`config.mk`:
```
export PLATFORM = sky130hd
export DESIGN_NAME = id_operand_stage
export DESIGN_NICKNAME = d
export VERILOG_FILES = /design/src/rtl/id_pkg.sv /design/src/rtl/id_regfile.sv /design/src/rtl/id_operand_stage.sv
export SDC_FILE = /design/constraint.sdc
export NUM_CORES = 2
export LEC_CHECK = 0
export CAP_MARGIN = 0
export CORE_AREA = 2 2 387 312
export CTS_CLUSTER_SIZE = 28
export DETAILED_ROUTE_END_ITERATION = 7
export DIE_AREA = 0 0 389 314
export PLACE_DENSITY = 0.65
export SLEW_MARGIN = 20
export SYNTH_ARGS = -nofsm -noshare
export SYNTH_HDL_FRONTEND = slang
export SYNTH_SLANG_ARGS = --single-unit
```
`constraint.sdc`:
```
create_clock -name clk -period 9.4 [get_ports clk]
set_clock_uncertainty 0.2 [all_clocks]
set_input_delay 1.88 -clock clk [delete_from_list [all_inputs] [get_ports clk]]
set_output_delay 1.88 -clock clk [all_outputs]
set_load 0.05 [all_outputs]
```
`src/rtl/id_pkg.sv`:
```
// Shared definitions for the decode-stage operand path.
//   - Stop/NoStop encoding of the pipeline stall vector
//   - bit positions of the ID-in and EX-in stall lanes
//   - layout of one forwarding-bus entry: {we, ready, waddr, wdata}
package id_pkg;

  localparam logic STOP   = 1'b1;
  localparam logic NOSTOP = 1'b0;

  localparam int ID_IN = 1;
  localparam int EX_IN = 2;

  localparam int DEF_AW     = 5;
  localparam int DEF_DATA_W = 32;
  localparam int DEF_FWD_W  = 2 + DEF_AW + DEF_DATA_W;

  function automatic int fwd_w(input int aw, input int dw);
    return 2 + aw + dw;
  endfunction

  // Field offsets inside one forwarding entry, wdata in the LSBs.
  function automatic int fwd_wdata_ofs();
    return 0;
  endfunction

  function automatic int fwd_waddr_ofs(input int dw);
    return dw;
  endfunction

  function automatic int fwd_ready_ofs(input int aw, input int dw);
    return aw + dw;
  endfunction

  function automatic int fwd_we_ofs(input int aw, input int dw);
    return aw + dw + 1;
  endfunction

endpackage

```
`src/rtl/id_regfile.sv`:
```
// General-purpose register file for the decode stage.
//   i_clk              clock
//   i_we/i_waddr/i_wdata  write-back port (sync write, r0 never written)
//   i_raddr_a/o_rdata_a   async read port A
//   i_raddr_b/o_rdata_b   async read port B
// A write and a read of the same address in one cycle return the new data.
// Contents are deliberately not reset.
module id_regfile #(
  parameter int AW     = 5,
  parameter int DATA_W = 32
) (
  input  logic              i_clk,
  input  logic              i_we,
  input  logic [AW-1:0]     i_waddr,
  input  logic [DATA_W-1:0] i_wdata,
  input  logic [AW-1:0]     i_raddr_a,
  output logic [DATA_W-1:0] o_rdata_a,
  input  logic [AW-1:0]     i_raddr_b,
  output logic [DATA_W-1:0] o_rdata_b
);

  logic [DATA_W-1:0] r_mem [2**AW];
  logic              w_wr;

  assign w_wr = i_we && (i_waddr != '0);

  always_ff @(posedge i_clk) begin
    if (w_wr) r_mem[i_waddr] <= i_wdata;
  end

  assign o_rdata_a = (i_raddr_a == '0)                 ? '0      :
                     (w_wr && (i_waddr == i_raddr_a))  ? i_wdata :
                                                         r_mem[i_raddr_a];

  assign o_rdata_b = (i_raddr_b == '0)                 ? '0      :
                     (w_wr && (i_waddr == i_raddr_b))  ? i_wdata :
                                                         r_mem[i_raddr_b];

endmodule

```
`src/rtl/id_operand_stage.sv`:
```
// Decode-stage operand path: IF->ID pipeline register, instruction hold
// buffer, rs/rt operand resolution and load-use stall request.
//   clk, rst          clock, async active-high reset
//   stall             pipeline stall vector (bit 1 ID-in, bit 2 EX-in)
//   flush             squash the ID register
//   if_valid, if_pc   instruction address from IF
//   inst_sram_rdata   instruction word, one cycle after its PC
//   fwd_bus           NUM_FWD forwarding entries, source 0 (EX) in the LSBs
//   wb_*              write-back port into the register file
//   id_valid, id_pc, id_inst   live ID instruction
//   rs_data, rt_data  resolved operands
//   stallreq          load-use hazard on a live instruction
module id_operand_stage
  import id_pkg::*;
#(
  parameter int DATA_W  = 32,
  parameter int AW      = 5,
  parameter int NUM_FWD = 2,
  parameter int STALL_W = 6
) (
  input  logic                              clk,
  input  logic                              rst,
  input  logic [STALL_W-1:0]                stall,
  input  logic                              flush,
  input  logic                              if_valid,
  input  logic [31:0]                       if_pc,
  input  logic [31:0]                       inst_sram_rdata,
  input  logic [NUM_FWD*(2+AW+DATA_W)-1:0]  fwd_bus,
  input  logic                              wb_we,
  input  logic [AW-1:0]                     wb_waddr,
  input  logic [DATA_W-1:0]                 wb_wdata,
  output logic                              id_valid,
  output logic [31:0]                       id_pc,
  output logic [31:0]                       id_inst,
  output logic [DATA_W-1:0]                 rs_data,
  output logic [DATA_W-1:0]                 rt_data,
  output logic                              stallreq
);

  localparam int FWD_W      = fwd_w(AW, DATA_W);
  localparam int WDATA_OFS  = fwd_wdata_ofs();
  localparam int WADDR_OFS  = fwd_waddr_ofs(DATA_W);
  localparam int READY_OFS  = fwd_ready_ofs(AW, DATA_W);
  localparam int WE_OFS     = fwd_we_ofs(AW, DATA_W);

  logic              r_id_valid;
  logic [31:0]       r_id_pc;
  logic              r_hold_valid;
  logic [31:0]       r_hold_inst;

  logic [31:0]       w_id_inst;
  logic [AW-1:0]     w_rs;
  logic [AW-1:0]     w_rt;
  logic [DATA_W-1:0] w_rf_rs;
  logic [DATA_W-1:0] w_rf_rt;
  logic [DATA_W:0]   w_res_rs;
  logic [DATA_W:0]   w_res_rt;
  logic              w_bubble;
  logic              w_load;
  logic              w_unused_stall;

  assign w_unused_stall = ^stall;

  assign w_bubble = (stall[ID_IN] == STOP) && (stall[EX_IN] == NOSTOP);
  assign w_load   = (stall[ID_IN] == NOSTOP);

  always_ff @(posedge clk or posedge rst) begin
    if (rst) begin
      r_id_valid   <= 1'b0;
      r_id_pc      <= '0;
      r_hold_valid <= 1'b0;
      r_hold_inst  <= '0;
    end else if (flush || w_bubble) begin
      r_id_valid   <= 1'b0;
      r_id_pc      <= '0;
      r_hold_valid <= 1'b0;
    end else if (w_load) begin
      r_id_valid   <= if_valid;
      r_id_pc      <= if_pc;
      r_hold_valid <= 1'b0;
    end else if (!r_hold_valid) begin
      // ID is frozen; the SRAM output will move on, so keep the word here.
      r_hold_inst  <= w_id_inst;
      r_hold_valid <= 1'b1;
    end
  end

  assign w_id_inst = !r_id_valid  ? '0          :
                     r_hold_valid ? r_hold_inst :
                                    inst_sram_rdata;

  assign w_rs = AW'(w_id_inst[25:21]);
  assign w_rt = AW'(w_id_inst[20:16]);

  id_regfile #(
    .AW     (AW),
    .DATA_W (DATA_W)
  ) u_regfile (
    .i_clk     (clk),
    .i_we      (wb_we),
    .i_waddr   (wb_waddr),
    .i_wdata   (wb_wdata),
    .i_raddr_a (w_rs),
    .o_rdata_a (w_rf_rs),
    .i_raddr_b (w_rt),
    .o_rdata_b (w_rf_rt)
  );

  // Returns {hazard, value}. The register-file value already carries the
  // write-back bypass, so a forwarding hit naturally takes precedence.
  function automatic logic [DATA_W:0] resolve(
    input logic [AW-1:0]              addr,
    input logic [NUM_FWD*FWD_W-1:0]   bus,
    input logic [DATA_W-1:0]          rf
  );
    logic            found;
    logic [DATA_W:0] res;
    found = 1'b0;
    res   = {1'b0, rf};
    if (addr == '0) begin
      res = '0;
    end else begin
      for (int i = 0; i < NUM_FWD; i++) begin
        if (!found && bus[i*FWD_W+WE_OFS] &&
            (bus[i*FWD_W+WADDR_OFS +: AW] == addr)) begin
          found = 1'b1;
          res   = {~bus[i*FWD_W+READY_OFS], bus[i*FWD_W+WDATA_OFS +: DATA_W]};
        end
      end
    end
    return res;
  endfunction

  assign w_res_rs = resolve(w_rs, fwd_bus, w_rf_rs);
  assign w_res_rt = resolve(w_rt, fwd_bus, w_rf_rt);

  assign id_valid = r_id_valid;
  assign id_pc    = r_id_pc;
  assign id_inst  = w_id_inst;
  assign rs_data  = w_res_rs[DATA_W-1:0];
  assign rt_data  = w_res_rt[DATA_W-1:0];
  assign stallreq = r_id_valid & (w_res_rs[DATA_W] | w_res_rt[DATA_W]);

endmodule

```
==> results.md <==
- 1st-iter DRT viols: about 7300
- Mux contribution to synthesized area: 0.134
- Gpl congestion: slightly above 0.9
- Main combinational cell family by area after synthesis: compound AO/OA/AOI/OAI gates
- DRT Wirelength: just over 200 mm
- Die X: 389 microns
- Simple-gate area share of the yosys netlist: 0.0833
- Tcrit/Tclk final: 0.917
- P&R area growth vs syn: 18.1%
- First-pass GRT wire length: roughly 280 mm
- Largest net degree at the start of global routing: 192
- P_sw: between 2000 and 3000 uW
- Max-cap viol count: 0
- Syn Area/Cell: 13.5 sq um
- Setup bufs post-CTS: 0
- Dominant synthesized flop cell: edfxtp_1
- Fraction of the mapped netlist area in adder cells: 0
- Max-slew headroom: 0.141
- Filler cells: a little under 10000
- Final setup vio count: 0
- Core area: approximately 0.12 sq mm
- Buffers on Ports: between 300 and 400
- Post-CTS sizing: 0
- Clk network pwr share: 0.408
- CTS tree: built
- Post-synthesis compound-gate area fraction: 0.136
- Crit path time final: around 8.6 ns
- Peak supply drop: roughly 140 uV
- Initial antenna violation count: 8
- Commonest cells post-synth: edfxtp_1, nand2_1, mux2i_1, clkbuf_1, a21oi_1
- Sequential area share after synthesis: 0.612
- Worst Setup Start Kind: input pin
- Io pins: 320
- Worst hold slack: a little over 0.3 ns
- Seq pwr share: 0.485
- Distinct cells, synth: 66
- Clock Path Buffers: 3
- Critical path type: in -> out
- Top cell type's share of synthesized area: 0.580
- Yosys warns: 0
- Count leader, synth: edfxtp_1
- Top cells by area, synth: edfxtp_1, mux4_2, mux2i_1
- Wire per inst: between 30 and 40 microns
- P_leak: between 0.02 and 0.025 uW
- Vias: 40800
- Vias in the first global route: roughly 38000
- Status: finished, final reports clean
- Power per cell area: 179 mW/mm^2
- Final #Nets: 4419
- Slew Limit Fails: 0
- Post-synth EDFFs: about 1000
- Library cell with the largest summed area after synthesis: edfxtp_1
- Hold crit path type: reg -> reg
- Gate Count Post-Synth: a little under 4000
- Post-Synth XOR/XNOR Area: 0.00215
- Critical path peak fanout: between 40 and 50
- Layout cells sized above 1: 0.160
- CTS Buf Count: about 110
- Power Internal: around 8400 uW
- Final number of hold-violating endpoints: 0
- Async set-reset flop share out of synthesis: 0.0606
- Worst-path clk slew: approximately 0.06 ns
- Vias per inst: between 6 and 7
- Worst skew pair latency: between 0.7 and 0.8 ns
- Row count: 113
- Clk root buf: clkbuf_16
- Die area: 0.122 sq mm
- Hold bufs inserted after CTS: 0
- Die height: between 300 and 400 microns
- Flop and latch count out of synthesis: about 1100
- CP Capture Type: output port
- Pwr Total: approximately 11000 uW
- Combinational power share: 0.107
- Initial Utilization: 0.448
- Worst-Margin Slew: 1.29 ns
- H-tree depth: 3
- # DRC: 0
- Post-synthesis cell area: between 0.05 and 0.06 sq mm
- CTS Sinks: around 1100
- Post-DRT Antenna Nets: 0
- Gr ovfl total: 0
- Drt first pass iters: 8
- Post-DP HPWL: ~120 mm
- WP data arrival: around 6.5 ns
- Worst Path Required: 7.32 ns
- RSZ-0062 raised after global routing: false
- Total negative slack: 0 ns
- Switch share: 0.248
- Fmax: 116 MHz
- Total track usage: 0.323
==> cells by family (layout without fill, tap and decap cells) <==
| logic type | Yosys count | count (layout) |
|---|---|---|
| buffers and inverters | 373 | 730 |
| AOI/OAI and AO/OA | 985 | 985 |
| other | 1 | 33 |
| DFF | 1090 | 1090 |
| xor gates and xnor gates | 13 | 13 |
| muxes | 506 | 506 |
| and+or+nand+nor | 961 | 961 |
==> per-layer routing <==
layer,global-route usage,share of wire,vias up
li1,-,-,16400
met2,0.473,0.43,3431
met3,0.100,0.15,584
met1,0.448,0.37,20300
met5,0,0.00034,-
met4,0.131,0.046,10
==> stage by stage <==
| stage | utilization | area, sq um | setup WS (ns) | instances |
|---|---|---|---|---|
| final | 0.529 | 62500 | 0.784 | 5870 |
| after CTS | 0.529 | 62500 | 0.961 | 5869 |
| after detailed placement | 0.498 | 58900 | 0.979 | 5666 |
| after global placement | 0.498 | 58900 | 0.967 | 5666 |
| after global routing | 0.529 | 62500 | 0.748 | 5869 |
| after floorplan | - | 53100 | 2.04 | 3960 |
==> power by group through the flow <==
stage | Sequential (uW) | Combinational (uW) | Clock, uW
after floorplan | 5540 | 577 | 0
after global placement | 5530 | 1150 | 0
after detailed placement | 5540 | 1160 | 0
after CTS | 5430 | 1170 | 4570
after global routing | 5440 | 1230 | 4770
final | 5440 | 1200 | 4570
==> state kept, by name (all words and copies together), names as in the netlist <==
register / flops
u_regfile.r_mem: 1024
id_pc: 32
r_hold_inst: 32
id_valid: 1
r_hold_valid: 1
==> worst max-delay path: stages <==
cell and delay (ns):
clkdlybuf4s50_1 0.68, mux2_4 0.50, nand2_8 0.31, inv_8 0.47, buf_4 0.32, mux4_2 0.51, nor2b_1 0.13, or4_1 0.54
a221oi_1 0.46, a21oi_1 0.34, buf_4 0.30
==> path summary, 6_finish.rpt <==
check | to | from | depth (start not counted) | slack (ns)
min reg2reg | id_pc[23] | id_pc[23] | 1 | 0.31
max reg2reg | r_hold_inst[21] | r_hold_valid | 4 | 6.41
max | rs_data[26] | inst_sram_rdata[21] | 11 | 0.78
min | id_pc[23] | id_pc[23] | 1 | 0.31
max in group asynchronous | id_valid | rst | 3 | 6.78
min in group asynchronous | r_hold_inst[20] | rst | 3 | 1.54
==> layout make-up <==
type | instances | area, sq um | share of cell area
Sequential cell | 1090 | 32400 | 0.518
Multi-Input combinational cell | 2497 | 19400 | 0.310
Timing Repair Buffer | 498 | 4970 | 0.0795
Clock buffer | 137 | 2980 | 0.0477
Tap cell | 1552 | 1940 | 0.0310
Clock inverter | 66 | 707 | 0.0113
Inverter | 29 | 145 | 0.00232
Antenna cell | 1 | 2.50 | 0.0000400
==> cells in the final DEF (no fill, tap or decap), drive strengths merged, types with 8 or more instances in the layout <==
cell and count:
clkdlybuf4s50 249, nand3 22, and3 95, clkinv 45, edfxtp 1024, bufinv 14
nand3b 8, nor2 74, nand2 580, o22ai 132, and2 33, buf 249
o41a 28, mux2 29, clkbuf 137, nand2b 9, nor3 44, mux2i 317
inv 31, a22o 35, conb 32, o31ai 33, dfrtp 66, mux4 160
or4 35, a221oi 125, o21ai 50, nor2b 31, xnor2 13, a31oi 66
a311oi 58, a32oi 61, a21oi 171, a211oi 105, o221ai 98
Note: power is estimated with default switching activity, not from simulation.
